$ cat src/rtl/serial_frame_deser.sv
// serial_frame_deser: hunts a sync pattern in a qualified serial stream and deserializes the following WORD_W bits
// Ports: c clock, r sync active-low reset, d/d_en qualified serial bit,
//        out_data/out_valid/out_ready one-deep word handshake,
//        sync_seen one-cycle detection pulse, overrun sticky word-dropped flag
module serial_frame_deser #(
  parameter int SYNC_LEN = 4,
  parameter logic [SYNC_LEN-1:0] SYNC = 4'b1001,
  parameter int WORD_W = 8
) (
  input  logic              c,
  input  logic              r,
  input  logic              d,
  input  logic              d_en,
  input  logic              out_ready,
  output logic [WORD_W-1:0] out_data,
  output logic              out_valid,
  output logic              sync_seen,
  output logic              overrun
);
  localparam int FW = $clog2(SYNC_LEN + 1);
  localparam int CW = $clog2(WORD_W + 1);
  typedef enum logic {HUNT, CAPTURE} state_t;
  state_t            r_state;
  logic [SYNC_LEN-1:0] r_win;
  logic [FW-1:0]     r_fill;
  logic [CW-1:0]     r_cnt;
  logic [WORD_W-1:0] r_sh;
  logic [SYNC_LEN-1:0] w_win;
  logic [FW-1:0]     w_fill;
  logic [WORD_W-1:0] w_word;
  logic              w_match;
  logic              w_done;
  logic              w_load;
  // Truncating casts keep the newest bits, so SYNC_LEN/WORD_W of 1 need no special case
  assign w_win   = SYNC_LEN'({r_win, d});
  assign w_word  = WORD_W'({r_sh, d});
  assign w_fill  = (r_fill == FW'(SYNC_LEN)) ? r_fill : r_fill + FW'(1);
  assign w_match = (w_win == SYNC) && (w_fill == FW'(SYNC_LEN));
  assign w_done  = d_en && (r_state == CAPTURE) && (r_cnt == CW'(WORD_W - 1));
  assign w_load  = w_done && (!out_valid || out_ready);
  always_ff @(posedge c) begin
    if (!r) begin
      r_state   <= HUNT;
      r_win     <= '0;
      r_fill    <= '0;
      r_cnt     <= '0;
      r_sh      <= '0;
      out_data  <= '0;
      out_valid <= 1'b0;
      sync_seen <= 1'b0;
      overrun   <= 1'b0;
    end else begin
      sync_seen <= 1'b0;
      if (d_en && r_state == HUNT) begin
        r_win  <= w_win;
        r_fill <= w_fill;
        if (w_match) begin
          r_state   <= CAPTURE;
          r_cnt     <= '0;
          sync_seen <= 1'b1;
        end
      end else if (d_en) begin
        r_sh  <= w_word;
        r_cnt <= r_cnt + CW'(1);
        // Payload bits must never seed the next sync search
        if (w_done) begin
          r_state <= HUNT;
          r_win   <= '0;
          r_fill  <= '0;
        end
      end
      if (w_done && !w_load) overrun <= 1'b1;
      if (w_load) begin
        out_data  <= w_word;
        out_valid <= 1'b1;
      end else if (out_valid && out_ready) begin
        out_valid <= 1'b0;
      end
    end
  end
endmodule

$ cat config.mk
export PLATFORM = sky130hd
export DESIGN_NAME = serial_frame_deser
export DESIGN_NICKNAME = d
export VERILOG_FILES = /design/src/rtl/serial_frame_deser.sv
export SDC_FILE = /design/constraint.sdc
export NUM_CORES = 1
export LEC_CHECK = 0
export CORE_MARGIN = 10
export CORE_UTILIZATION = 49
export CTS_BUF_LIST = sky130_fd_sc_hd__clkbuf_4 sky130_fd_sc_hd__clkbuf_8
export CTS_CLUSTER_DIAMETER = 40
export DETAILED_ROUTE_END_ITERATION = 8
export PLACE_DENSITY = 0.72
export SLEW_MARGIN = 5
export SYNTH_ARGS = -nofsm -noshare
export SYNTH_HDL_FRONTEND = slang
export SYNTH_SLANG_ARGS = --single-unit
export TNS_END_PERCENT = 30
$ cat constraint.sdc
create_clock -name c -period 1.7 [get_ports c]
set_input_delay 0.425 -clock c [delete_from_list [all_inputs] [get_ports c]]
set_output_delay 0.425 -clock c [all_outputs]
set_load 0.01 [all_outputs]
# Yosys cells after proc, flatten, opt, wreduce, memory -nomap -nowiden
# Cells that the tools add are included.
# classes
addsub	2
mul	0
n_div	0
magnitude_cmp	0
n_eq_ne	5
shifts	0
muxes	17
n_bitwise	2
reduce_logical	18
# op_table
op	n
$mux W3	7
$mux W4	3
$reduce_and A2 Y1	4
$logic_and A1 B1 Y1	7
$mux W1	7
$eq A3 B3 Y1 const B	2
$reduce_bool A2 Y1	3
$add A4 B1 Y4 const B	1
$eq A4 B3 Y1 const B	1
$eq A4 B4 Y1 const B	1
$add A3 B1 Y3 const B	1
$reduce_and A3 Y1	1
$logic_not A1 Y1	2
$ne A2 B2 Y1 const B	1
$not A1 Y1	2
$logic_or A1 B1 Y1	1
# totals
ff_bits	29
latch_bits	0
ram_bits	0
mem_bits_ro	0
in_bits	5
memories	0

# Longest topological paths before layout
# logic_depth
ltp_word	6
ltp_mapped	6
mapped_depth_nobuf	6

# Worst setup path before layout
# Ideal clock, no wire load.
# synth_timing
path_type	reg2reg
startpoint	reg r_cnt[0]
endpoint	reg r_fill[1]
t_arrival_ps	1391
required_ps	1578
path_slack_ps	187
path_stages_with_launch	6
n_path_buf	0
period_less_slack_ps	1513
path_cell_list	dfxtp_1 > ha_1 > nand3b_4 > a21bo_2 > and2_1 > a221o_1
# synth_via
elab_chain_len	4
# synth_rtl
item	line_no	source
start, declared	26	logic [CW-1:0] r_cnt;
start signal, assigned	64	r_cnt <= r_cnt + CW'(1);
$eq A4 B3 Y1	39	assign w_done = d_en && (r_state == CAPTURE) && (r_cnt == CW'(WORD_W - 1));
$logic_and A1 B1 Y1	39	
$reduce_bool A2 Y1 (no source line)	--	
$reduce_and A2 Y1 (no source line)	--	
end signal, assigned	56	r_fill <= w_fill;
end, declared	25	logic [FW-1:0] r_fill;
# No other way between the ends.
# A chain may end at the register's enable or synchronous reset.

# Worst setup path in the final report
# layout_timing
startpoint	reg overrun
endpoint	out overrun
# layout_rtl
item	line_no	source
start, declared	18	output logic overrun
start signal, assigned	51	overrun <= 1'b0;
start signal, assigned	72	if (w_done && !w_load) overrun <= 1'b1;
# No word-level cell between the ends.

==> results <==
- The library cells used most frequently in the layout, excluding fill and tap cells, are 28 x dfxtp_1, 17 x nand2_1, 12 x clkdlybuf4s50_1, 12 x buf_4, 11 x nor2b_1.
- The run finished with clean final reports.
- The number of maximum-capacitance violations is 0.
- The max-slew violation count is 0.
- Leaving out fill and tap cells, the most frequent cell in the layout is dfxtp_1.
- The number of instances in the placed design is 184.
- At the pin with the least slew margin, the transition time is just over 0.3 ns.
- Static timing analysis puts the maximum clock frequency at 613 MHz.
- The headroom to the max-slew limit is between 70% and 80%.
- The clock input transition at the sequential cells of the worst setup and hold paths is ~0.090 ns.
- The count of routing violations after the opening detailed-route iteration is 52.
- Counting flops and latches in the post-synthesis netlist gives 29.
- The number of global-route vias before repair came to ~1000.
- Synthesis produced roughly 130 cells.
- CTS placed an instance of clkbuf_4 at the clock tree root.
- After layout, the minimum clock period comes to around 1.6 ns.
- The number of antenna cells inserted is 0.
- At the worst endpoint, the arrival time is roughly 1.2 ns.
- Global routing used 10.6% of the available tracks across all layers.
- The number of nets handed over by synthesis was roughly 140.
- The final net count is between 150 and 200.
- Along the worst path, the maximum fanout reaches 2.
- The final antenna-violating net count is 0.
- Setup repair after global routing left no endpoint under its margin.
- After Yosys synthesis, and, or, nand and nor cells account for 23.3% of the synthesized area.
- STA puts the critical path data required time at 1.27 ns.
- The critical path goes through clkdlybuf4s50_1.
- In this run the horizontal extent of the chip is around 70 um.
- Once the clock tree was built, the resizer swapped 0 gates to a different size.
- The leakage power summed over all cells is 0.653 nW.
- Setup total negative slack on the finished layout was measured at 0 ns.
- Among all flip-flop cells after synthesis, the most frequent one is dfxtp_1.
- The kind of cell adding the most delay to the critical path is buffers and inverters.
- The category of the critical setup timing path is flip-flop to primary output.
- The post-route netlist has around 17% of its cells at a drive strength greater than 1.
- After Yosys synthesis, XOR and XNOR cells account for 0% of the synthesized area.
- For this block, the via count after detailed routing is approximately 1000.
- Hold repair after CTS inserted 0 buffers.
- After detailed placement, the total cell area comes to roughly 1500 sq um.
- The worst hold-check slack is a little under 0.5 ns.
- The number of H-tree levels is 2.
- The number of setup buffers added after CTS is 0.
- After detailed routing, the total wire length is roughly 2500 um.
- At the end of routability-driven placement, the weighted congestion stood at approximately 0.72.
- The worst clock skew is just over 0.008 ns.
- After routing the design area is 1590 sq um.
- In this run the vertical extent of the chip is 70.4 um.
- TritonCTS built the clock tree.
- The main combinational cell family by area after synthesis is simple AND/OR/NAND/NOR gates.
- In this run the worst hold path is classified as flip-flop to flip-flop.
- The worst setup path is captured at a primary output.
- Input and output buffers added on the ports amount to 15.
- The area growth from synthesis to layout is 27.8%.
- Yosys mapped a number of flops with a built-in enable equal to 0.
- The initial antenna violation count is 0.
- The final clock period utilization by the worst path is between 90% and 100%.
- The slowest stage cell on the critical path is clkdlybuf4s50_1.
- The count of unique library cells instantiated by Yosys is 30.
- Once the floorplan was initialized, standard cells occupied 50.7% of the core.
- The total power divided by cell area is 830 nW/um^2.
- The mean area per synthesized cell is approximately 9.5 sq um.
- Clock tree synthesis inserted a total of 5 buffers.
- The final number of hold-violating endpoints is 0.
- For this run the aggregate overflow at the end of global routing stands at 0.
- The first global-routing pass estimated roughly 4400 um of wire.
- The register area share after synthesis is 46.7%.
- The DRC violation count after routing is 0.
- Fill cells in the final layout number 219.
- During synthesis, Yosys emitted a total of 0 warnings.
- VDD sags by at most about 0.00065 V.
- The clock network latency to the later pin of the worst-skew pair is ~0.33 ns.
- The mapped netlist covers between 1000 and 1500 sq um.
- The largest single stage delay on the critical path is around 0.54 ns.
- The post-synthesis mux area share is between 6 and 7%.
- The routed length per instance is approximately 13 um.
- Entering global routing, the biggest net connects 19 pins.
- The standard cell core area is about 2500 sq um.
- Of the total synthesized cell area, the portion taken by full adders, half adders and majority gates is 3.02%.
- Summing the areas of all compound-gate instances in the mapped netlist gives between 10% and 20% of the synthesized area.
- The count of non-filler cells in the finished layout is around 190.
- The maximum clock insertion buffer count is 2.
- Counting both buffers and inverters, the worst setup path holds a total of 1.
- The clock sink total is 29.
- The number of cell rows is 18.
- The number of top-level design ports is 16.
- The routed via count divided by cell count is between 5 and 6.
- Before CTS, the worst setup slack after placement is -0.138 ns.
- Counting flops with an async set or reset pin after synthesis yields a share of 0%.
- The floorplan die area is 4950 sq um.
- Setup slack on the critical path of the routed design comes to about 0.067 ns.
- After legalization and detailed placement, the total HPWL measured between 1500 and 2000 um.
- The final count of negative-setup-slack endpoints is 0.
- The nature of the critical path startpoint is a flip-flop.
- The first detailed-routing pass ran for 4 iterations.
synth_stat cells, drive strengths merged (2+ instances only):
library cell / count / area (sq um)
a21boi: 8 / 60.1
a21oi: 5 / 25.0
a22o: 3 / 26.3
a311oi: 2 / 17.5
and2: 3 / 18.8
clkbuf: 5 / 18.8
dfxtp: 29 / 581
ha: 3 / 37.5
inv: 5 / 18.8
mux2i: 8 / 80.1
nand2: 18 / 70.1
nand2b: 2 / 12.5
nand3: 6 / 30.0
nand3b: 3 / 35.0
nor2: 5 / 18.8
nor2b: 11 / 68.8
nor3: 2 / 21.3
o21a: 4 / 30.0
final timing paths:
path | startpoint | end | slack, ns | cells after the start
max | overrun | overrun | 0.07 | 1
min | r_sh[4] | r_sh[5] | 0.48 | 2
max reg2reg | r_cnt[1] | r_fill[1] | 0.10 | 5
min reg2reg | r_sh[4] | r_sh[5] | 0.48 | 2
flip-flops by register name, summed over array words and instances, names as in the netlist:
register   count
out_data       8
out_valid      1
overrun        1
r_cnt          4
r_fill         3
r_sh           7
r_state        1
r_win          3
sync_seen      1
through the flow:
| stage | util (%) | power [mW] |
|---|---|---|
| global route | 64.7 | 1.40 |
| floorplan | - | 0.867 |
| global placement | 62.0 | 0.917 |
| CTS | 64.3 | 1.33 |
| finish | 64.7 | 1.32 |
| detailed placement | 62.0 | 0.924 |
layout make-up:
type                    count  area, sq um  area share, %
inverters                   5         18.8           1.18
repair buffers             28          268           16.9
multi-input cells          92          628           39.5
flip-flops and latches     29          582           36.6
well taps                  30         37.5           2.36
clock buffers               6         45.0           2.83
clock inverters             2         10.0          0.630
power by group:
| part | leakage, nW | total [mW] | internal (mW) | switching (mW) |
|---|---|---|---|---|
| logic | 0.383 | 0.178 | 0.0908 | 0.0872 |
| clock network | 0.0354 | 0.402 | 0.173 | 0.229 |
| registers | 0.234 | 0.738 | 0.706 | 0.0323 |
cells by family after synthesis:
kind of cell	after synthesis
AOI/OAI and AO/OA	29
adders and majority gates	3
buffers and inverters	10
DFF	29
muxes	8
and+or+nand+nor	52
routing by layer:
metal  track usage (%)  wire, um  vias to the layer above
li1                  -         -                      511
met1              11.8      1080                      471
met2              16.3      1200                       21
met3              5.79       145                        6
met4              4.61        48                        0
met5                 0         0                        -
Note: power is estimated with default switching activity, not from simulation.
